File: src/rtl/pipeline_ctrl.sv
// -----------------------------------------------------------------------------
// pipeline_ctrl
//   Purpose : Central stall/flush sequencer for the 5-stage pipeline. Drives the
//             write-enable and bubble controls of the PC, IF/ID, ID/EX, EX/MEM
//             and MEM/WB registers, resolving load-use hazards, taken-branch
//             flushes and multi-cycle data-memory accesses (req/ack) with a
//             timeout that parks the pipeline in a sticky error state.
//   Ports   : clk_i, rst_i (async, active-low)
//             ID hazard inputs : IFID_RS1addr_i/IFID_RS2addr_i, IFID_RS1use_i/IFID_RS2use_i
//             EX hazard inputs : IDEX_MemRead_i, IDEX_RDaddr_i
//             Branch_taken_i   : branch resolved taken in ID
//             MEM stage        : EXMEM_MemRead_i, EXMEM_MemWrite_i, dmem_req_o, dmem_ack_i
//             Controls out     : PC_we_o, IFID_we_o, IFID_flush_o, IDEX_bubble_o,
//                                EXMEM_we_o, MEMWB_bubble_o
//             Status out       : mem_timeout_o (sticky), stall_cycles_o, flush_count_o
//   Option  : define PIPE_PERF_CNT_EN to build the saturating stall/flush
//             performance counters; otherwise both counter outputs are tied to 0.
// -----------------------------------------------------------------------------
// Sequencer for pipeline register enables/bubbles.
// Latency: controls are combinational from state + inputs; timeout flag registered.
// Backpressure: a pending memory access (no ack) freezes PC..EX/MEM until ack or timeout.
module pipeline_ctrl #(
    parameter int unsigned MEM_TIMEOUT = 255,
    parameter int unsigned CNT_W       = 8
) (
    input  logic        clk_i,
    input  logic        rst_i,
    input  logic [4:0]  IFID_RS1addr_i,
    input  logic [4:0]  IFID_RS2addr_i,
    input  logic        IFID_RS1use_i,
    input  logic        IFID_RS2use_i,
    input  logic        IDEX_MemRead_i,
    input  logic [4:0]  IDEX_RDaddr_i,
    input  logic        Branch_taken_i,
    input  logic        EXMEM_MemRead_i,
    input  logic        EXMEM_MemWrite_i,
    output logic        dmem_req_o,
    input  logic        dmem_ack_i,
    output logic        PC_we_o,
    output logic        IFID_we_o,
    output logic        IFID_flush_o,
    output logic        IDEX_bubble_o,
    output logic        EXMEM_we_o,
    output logic        MEMWB_bubble_o,
    output logic        mem_timeout_o,
    output logic [31:0] stall_cycles_o,
    output logic [15:0] flush_count_o
);

    typedef enum logic [1:0] {
        ST_RUN   = 2'd0,
        ST_MWAIT = 2'd1,
        ST_ERR   = 2'd2
    } state_e;

    // Last wait-counter value tolerated in MWAIT before giving up.
    localparam logic [CNT_W-1:0] WAIT_LAST = CNT_W'(MEM_TIMEOUT - 1);

    state_e           state_q, state_d;
    logic [CNT_W-1:0] wait_cnt_q, wait_cnt_d;
    logic             timeout_q, timeout_d;

    logic mem;
    logic load_use;

    // Internal (pre-reset-gating) control values.
    logic req;
    logic pc_we;
    logic ifid_we;
    logic ifid_flush;
    logic idex_bubble;
    logic exmem_we;
    logic memwb_bubble;
    logic mem_stall;

    assign mem = EXMEM_MemRead_i | EXMEM_MemWrite_i;

    // rd==x0 never creates a real dependency, so it must not stall.
    assign load_use = IDEX_MemRead_i && (IDEX_RDaddr_i != 5'd0) &&
                      ((IFID_RS1use_i && (IFID_RS1addr_i == IDEX_RDaddr_i)) ||
                       (IFID_RS2use_i && (IFID_RS2addr_i == IDEX_RDaddr_i)));

    // -------------------------------------------------------------------------
    // State register
    // -------------------------------------------------------------------------
    always_ff @(posedge clk_i or negedge rst_i) begin
        if (!rst_i) begin
            state_q    <= ST_RUN;
            wait_cnt_q <= '0;
            timeout_q  <= 1'b0;
        end else begin
            state_q    <= state_d;
            wait_cnt_q <= wait_cnt_d;
            timeout_q  <= timeout_d;
        end
    end

    // -------------------------------------------------------------------------
    // Next state and controls
    // -------------------------------------------------------------------------
    always_comb begin
        state_d      = state_q;
        wait_cnt_d   = wait_cnt_q;
        timeout_d    = timeout_q;
        mem_stall    = 1'b0;
        req          = 1'b0;
        pc_we        = 1'b1;
        ifid_we      = 1'b1;
        ifid_flush   = 1'b0;
        idex_bubble  = 1'b0;
        exmem_we     = 1'b1;
        memwb_bubble = 1'b0;

        unique case (state_q)
            ST_RUN: begin
                req        = mem;
                wait_cnt_d = '0;
                // A zero-wait access (ack with req) costs no cycle.
                if (mem && !dmem_ack_i) begin
                    mem_stall = 1'b1;
                    state_d   = ST_MWAIT;
                end
            end
            ST_MWAIT: begin
                req = mem;
                if (dmem_ack_i) begin
                    state_d    = ST_RUN;
                    wait_cnt_d = '0;
                end else begin
                    mem_stall = 1'b1;
                    if (wait_cnt_q == WAIT_LAST) begin
                        state_d   = ST_ERR;
                        timeout_d = 1'b1;
                    end else begin
                        wait_cnt_d = wait_cnt_q + CNT_W'(1);
                    end
                end
            end
            default: begin
                // ST_ERR: frozen with bubbles until reset.
                state_d = ST_ERR;
            end
        endcase

        if (state_q == ST_ERR) begin
            pc_we        = 1'b0;
            ifid_we      = 1'b0;
            exmem_we     = 1'b0;
            idex_bubble  = 1'b1;
            memwb_bubble = 1'b1;
        end else if (mem_stall) begin
            // Freeze everything up to EX/MEM; ID/EX holds its content (no
            // bubble) because its enable is implied by the frozen upstream.
            // MEM/WB takes a bubble so the held MEM instruction is not
            // written back twice.
            pc_we        = 1'b0;
            ifid_we      = 1'b0;
            exmem_we     = 1'b0;
            memwb_bubble = 1'b1;
        end else if (load_use) begin
            pc_we       = 1'b0;
            ifid_we     = 1'b0;
            idex_bubble = 1'b1;
        end else if (Branch_taken_i) begin
            // A branch suppressed by a higher-priority stall stays in ID and
            // is seen again next cycle, so no memory of it is needed here.
            ifid_flush = 1'b1;
        end
    end

    // -------------------------------------------------------------------------
    // Outputs: held in the safe reset pattern while rst_i is low.
    // -------------------------------------------------------------------------
    assign dmem_req_o     = rst_i & req;
    assign PC_we_o        = rst_i & pc_we;
    assign IFID_we_o      = rst_i & ifid_we;
    assign IFID_flush_o   = rst_i & ifid_flush;
    assign IDEX_bubble_o  = ~rst_i | idex_bubble;
    assign EXMEM_we_o     = rst_i & exmem_we;
    assign MEMWB_bubble_o = ~rst_i | memwb_bubble;
    assign mem_timeout_o  = timeout_q;

`ifdef PIPE_PERF_CNT_EN
    logic [31:0] stall_cnt_q;
    logic [15:0] flush_cnt_q;

    // Saturating counters; pc_we/ifid_flush are only sampled out of reset.
    always_ff @(posedge clk_i or negedge rst_i) begin
        if (!rst_i) begin
            stall_cnt_q <= '0;
            flush_cnt_q <= '0;
        end else begin
            if (!pc_we && (stall_cnt_q != '1)) begin
                stall_cnt_q <= stall_cnt_q + 32'd1;
            end
            if (ifid_flush && (flush_cnt_q != '1)) begin
                flush_cnt_q <= flush_cnt_q + 16'd1;
            end
        end
    end

    assign stall_cycles_o = stall_cnt_q;
    assign flush_count_o  = flush_cnt_q;
`else
    assign stall_cycles_o = '0;
    assign flush_count_o  = '0;
`endif

endmodule

File: config.mk
export PLATFORM = sky130hd
export DESIGN_NAME = pipeline_ctrl
export DESIGN_NICKNAME = d
export VERILOG_FILES = /design/src/rtl/pipeline_ctrl.sv
export SDC_FILE = /design/constraint.sdc
export NUM_CORES = 1
export LEC_CHECK = 0
export CAP_MARGIN = 20
export CORE_MARGIN = 2
export CORE_UTILIZATION = 38
export CTS_CLUSTER_SIZE = 8
export DETAILED_ROUTE_END_ITERATION = 8
export HOLD_SLACK_MARGIN = 0.05
export PLACE_DENSITY = 0.84
export REMOVE_ABC_BUFFERS = 1
export SLEW_MARGIN = 0
export SYNTH_ARGS = -nofsm -noshare
export SYNTH_HDL_FRONTEND = slang
export SYNTH_SLANG_ARGS = --single-unit
File: constraint.sdc
create_clock -name clk_i -period 2.5 [get_ports clk_i]
set_input_delay 0.5 -clock clk_i [delete_from_list [all_inputs] [get_ports clk_i]]
set_output_delay 0.5 -clock clk_i [all_outputs]
set_load 0.01 [all_outputs]
==> results.json <==
{
  "cts_max_path_buffers": 2,
  "setup-tns-final_ps": 0,
  "vias": 932,
  "ir_worst_vdd_mv": 0.336,
  "area_delta_synth_final_pct": 26.4,
  "post_drt_wl_per_cell_um": 10.5,
  "power.share.clock": 0.279,
  "p_per_area_nw_per_um2": 323,
  "yosysSeqAreaShare": 0.244,
  "synth_top_area_share": 0.326,
  "final_antenna_net_count": 0,
  "rsz0062_at_grt": "false",
  "coreArea_um2": 2780,
  "cts_tree": "yes",
  "pin_count": 80,
  "startpoint": "IDEX_RDaddr_i[4]",
  "fin_util": 0.513,
  "max_slew_margin": 0.652,
  "root_buffer": "clkbuf_4",
  "p_seq_frac": 0.399,
  "p_sw_frac": 0.321,
  "path_clk_slew_ps": 80,
  "power_uw": 461,
  "portBuffers": 31,
  "rr_startpoint": "wait_cnt_q[0]$_DFFE_PN0P_",
  "r2r_slack_ps": 970,
  "fin_nets": 214,
  "n_fill_cell": 271,
  "routed-wl-met2_um": 1200,
  "fmax_ghz": 0.411,
  "yosysWarnings": 0,
  "ys_ff_latch": 11,
  "tightest_slew_ps": 522,
  "criticalPathCategory": "primary input to primary output",
  "fin_crit_sh": 0.973,
  "worst-path-stages": 5,
  "yosys.area.top_type": "buf_4",
  "route.detailed.drc": 0,
  "clkSinkCount": 11,
  "clock_latency_ps": 280,
  "max-cap-violations": 0,
  "maxSlewViolCount": 0,
  "antenna_found_initial": 0,
  "grt_pass1_wl_um": 3530,
  "place_area_um2": 1400,
  "dr.max_layer_used": "met4",
  "p_switching_uw": 148,
  "gp_congestion": 0.802,
  "internal_power_uw": 313,
  "timing.rr.end": "wait_cnt_q[0]$_DFFE_PN0P_",
  "p_leak_uw": 0.000699,
  "end_kind": "primary output",
  "hpwl_um": 1890,
  "critPathArrivalTime_ps": 1930,
  "num_antenna_cells": 0,
  "critPathSlowestCell": "clkdlybuf4s50_1",
  "rr_worst_depth": 6,
  "die_y_um": 58.5,
  "drive_gt1_frac": 0.155,
  "grt_pass1_vias": 791,
  "cts_setup_buffers": 0,
  "hold_viol_final": 0,
  "avgSynthCellArea_um2": 8.06,
  "finalInstanceArea_um2": 1430,
  "finalWorstPathRequiredPeriod_ps": 2430,
  "ys_types": 31,
  "die_x_um": 58.5,
  "synth_area_um2": 1130,
  "seq_area_um2": 275,
  "min_path_type": "register to register",
  "setup_viol": 0,
  "outcome": "finished clean",
  "multiInputGateArea_um2": 643,
  "finClkSkew_ps": 9.64,
  "h-tree-depth": 1,
  "netlist_top_cells_area": "buf_4 33%, dfrtp_1 24%, xnor2_1 7.8%",
  "grt-ovfl-total": 0,
  "max_stage_delay_ps": 460,
  "critical_path.top_delay_family": "buffers and inverters",
  "critPathCapture": "IFID_we_o",
  "dr.first_iter.drc_count": 18,
  "crit_buf_inv": 2,
  "cp-start-kind": "primary input",
  "fp-row-count": 19,
  "worstPathRequired_ps": 2000,
  "initial_core_util": 0.406,
  "critical_path.max_fanout": 3,
  "postRouteWirelength_um": 2280,
  "post_drt_via_cell_ratio": 4.28,
  "dieArea_um2": 3420,
  "path_cells": "clkdlybuf4s50_1 > or4_1 > o21a_1 > a21oi_2 > buf_2",
  "numCtsBuffers": 3,
  "first_pass_iters": 4,
  "grt_use_total": 0.133,
  "synth_cells": 140,
  "wl_met3_um": 163,
  "wirelength_met1_um": 895,
  "share_comb_of_total_power": 0.322,
  "grt_max_degree": 9
}
==> cells in the mapped netlist (all sizes together) <==
cell     count
o2111ai      1
nor4         1
a21oi        8
or4          3
o21a         1
inv          7
nor2b        1
nand2        8
o31ai        1
ha           2
nand4        4
nor2         5
xnor2       10
nor3         4
o22ai        2
conb         1
a31o         2
a31oi        2
clkbuf       2
o41ai        1
o21bai       1
o21ai        3
buf         49
o211a        1
o311ai       1
nand2b       2
nand3        5
dfrtp       11
o211ai       1
==> metal layers <==
layer	vias up	global-route usage
li1	475	-
met1	411	0.162
met2	44	0.231
met3	2	0.0396
met4	0	0.0299
met5	-	0
==> how the worst min path moves through the flow <==
| stage | from | endpoint | slack, ps | cells after the start |
|---|---|---|---|---|
| after floorplan | rst_i | mem_timeout_o$_DFFE_PN0P_ | 200 | 0 |
| after global placement | mem_timeout_o$_DFFE_PN0P_ | mem_timeout_o$_DFFE_PN0P_ | 460 | 1 |
| after detailed placement | mem_timeout_o$_DFFE_PN0P_ | mem_timeout_o$_DFFE_PN0P_ | 460 | 1 |
| after CTS | mem_timeout_o$_DFFE_PN0P_ | mem_timeout_o$_DFFE_PN0P_ | 490 | 1 |
| after global routing | mem_timeout_o$_DFFE_PN0P_ | mem_timeout_o$_DFFE_PN0P_ | 520 | 1 |
| final | mem_timeout_o$_DFFE_PN0P_ | mem_timeout_o$_DFFE_PN0P_ | 480 | 1 |
==> repair_timing <==
| item | in CTS | in global routing |
|---|---|---|
| hold buffers | 0 | 0 |
| pin swaps | 1 | 2 |
| endpoints found under the setup margin | 6 | 4 |
| resized for setup | 21 | 3 |
==> per-stage QoR <==
stage | hold WS [ps] | instances | worst slack [ps]
after floorplan | 204 | 136 | 423
after global placement | 465 | 214 | -363
after detailed placement | 464 | 214 | -472
after CTS | 488 | 218 | 1.35
after global routing | 523 | 218 | 16.2
final | 481 | 218 | 68.6
==> power groups by stage <==
stage               Combinational (µW)  Sequential, µW  Clock, µW
floorplan                         68.0             186          0
CTS                                149             184        132
finish                             148             184        129
detailed placement                 151             187          0
global route                       163             184        144
global placement                   149             187          0
==> cell type report <==
class	instances	share of cell area
Clock buffer	3	0.0158
Sequential cell	11	0.193
Clock inverter	1	0.00351
Multi-Input combinational cell	118	0.451
Inverter	7	0.0184
Timing Repair Buffer	47	0.291
Tap cell	31	0.0272
==> registers in the layout, summed over array words and instances (netlist names) <==
| signal | cells |
|---|---|
| wait_cnt_q | 8 |
| mem_timeout_o | 1 |
| state_q | 2 |
==> cell families (layout without fill, tap and decap cells) <==
logic type	count (synthesis)	in the layout	synth area share
AOI/OAI and AO/OA	25	25	0.145
xor gates and xnor gates	10	10	0.0776
adders and majority gates	2	2	0.0222
buffers and inverters	58	58	0.356
DFF	11	11	0.244
other	1	48	0.00332
and+or+nand+nor	33	33	0.152
==> placed cells by master (no fill, tap or decap), drive strengths merged <==
cell	instances
o211ai	1
buf	20
o2111ai	1
o41ai	1
xnor2	10
o211a	1
o311ai	1
dlymetal6s2s	3
nor2	5
o31ai	1
a21oi	8
o21bai	1
or4	3
nor3	4
nand4	4
conb	48
dlygate4sd2	2
nand3	5
clkdlybuf4s50	22
clkinv	1
a31oi	2
o21ai	3
inv	7
a31o	2
nand2	8
ha	2
nor4	1
dfrtp	11
o22ai	2
nand2b	2
clkbuf	3
o21a	1
nor2b	1
==> worst register-to-register path, delay by kind of cell (launching register included) <==
kind | cells | cell delay, ps
buffers and inverters | 1 | 90
AOI/OAI and AO/OA | 2 | 350
and+or+nand+nor | 2 | 430
adders and majority gates | 1 | 180
DFF | 1 | 420
(Power assumes the default switching activity.)
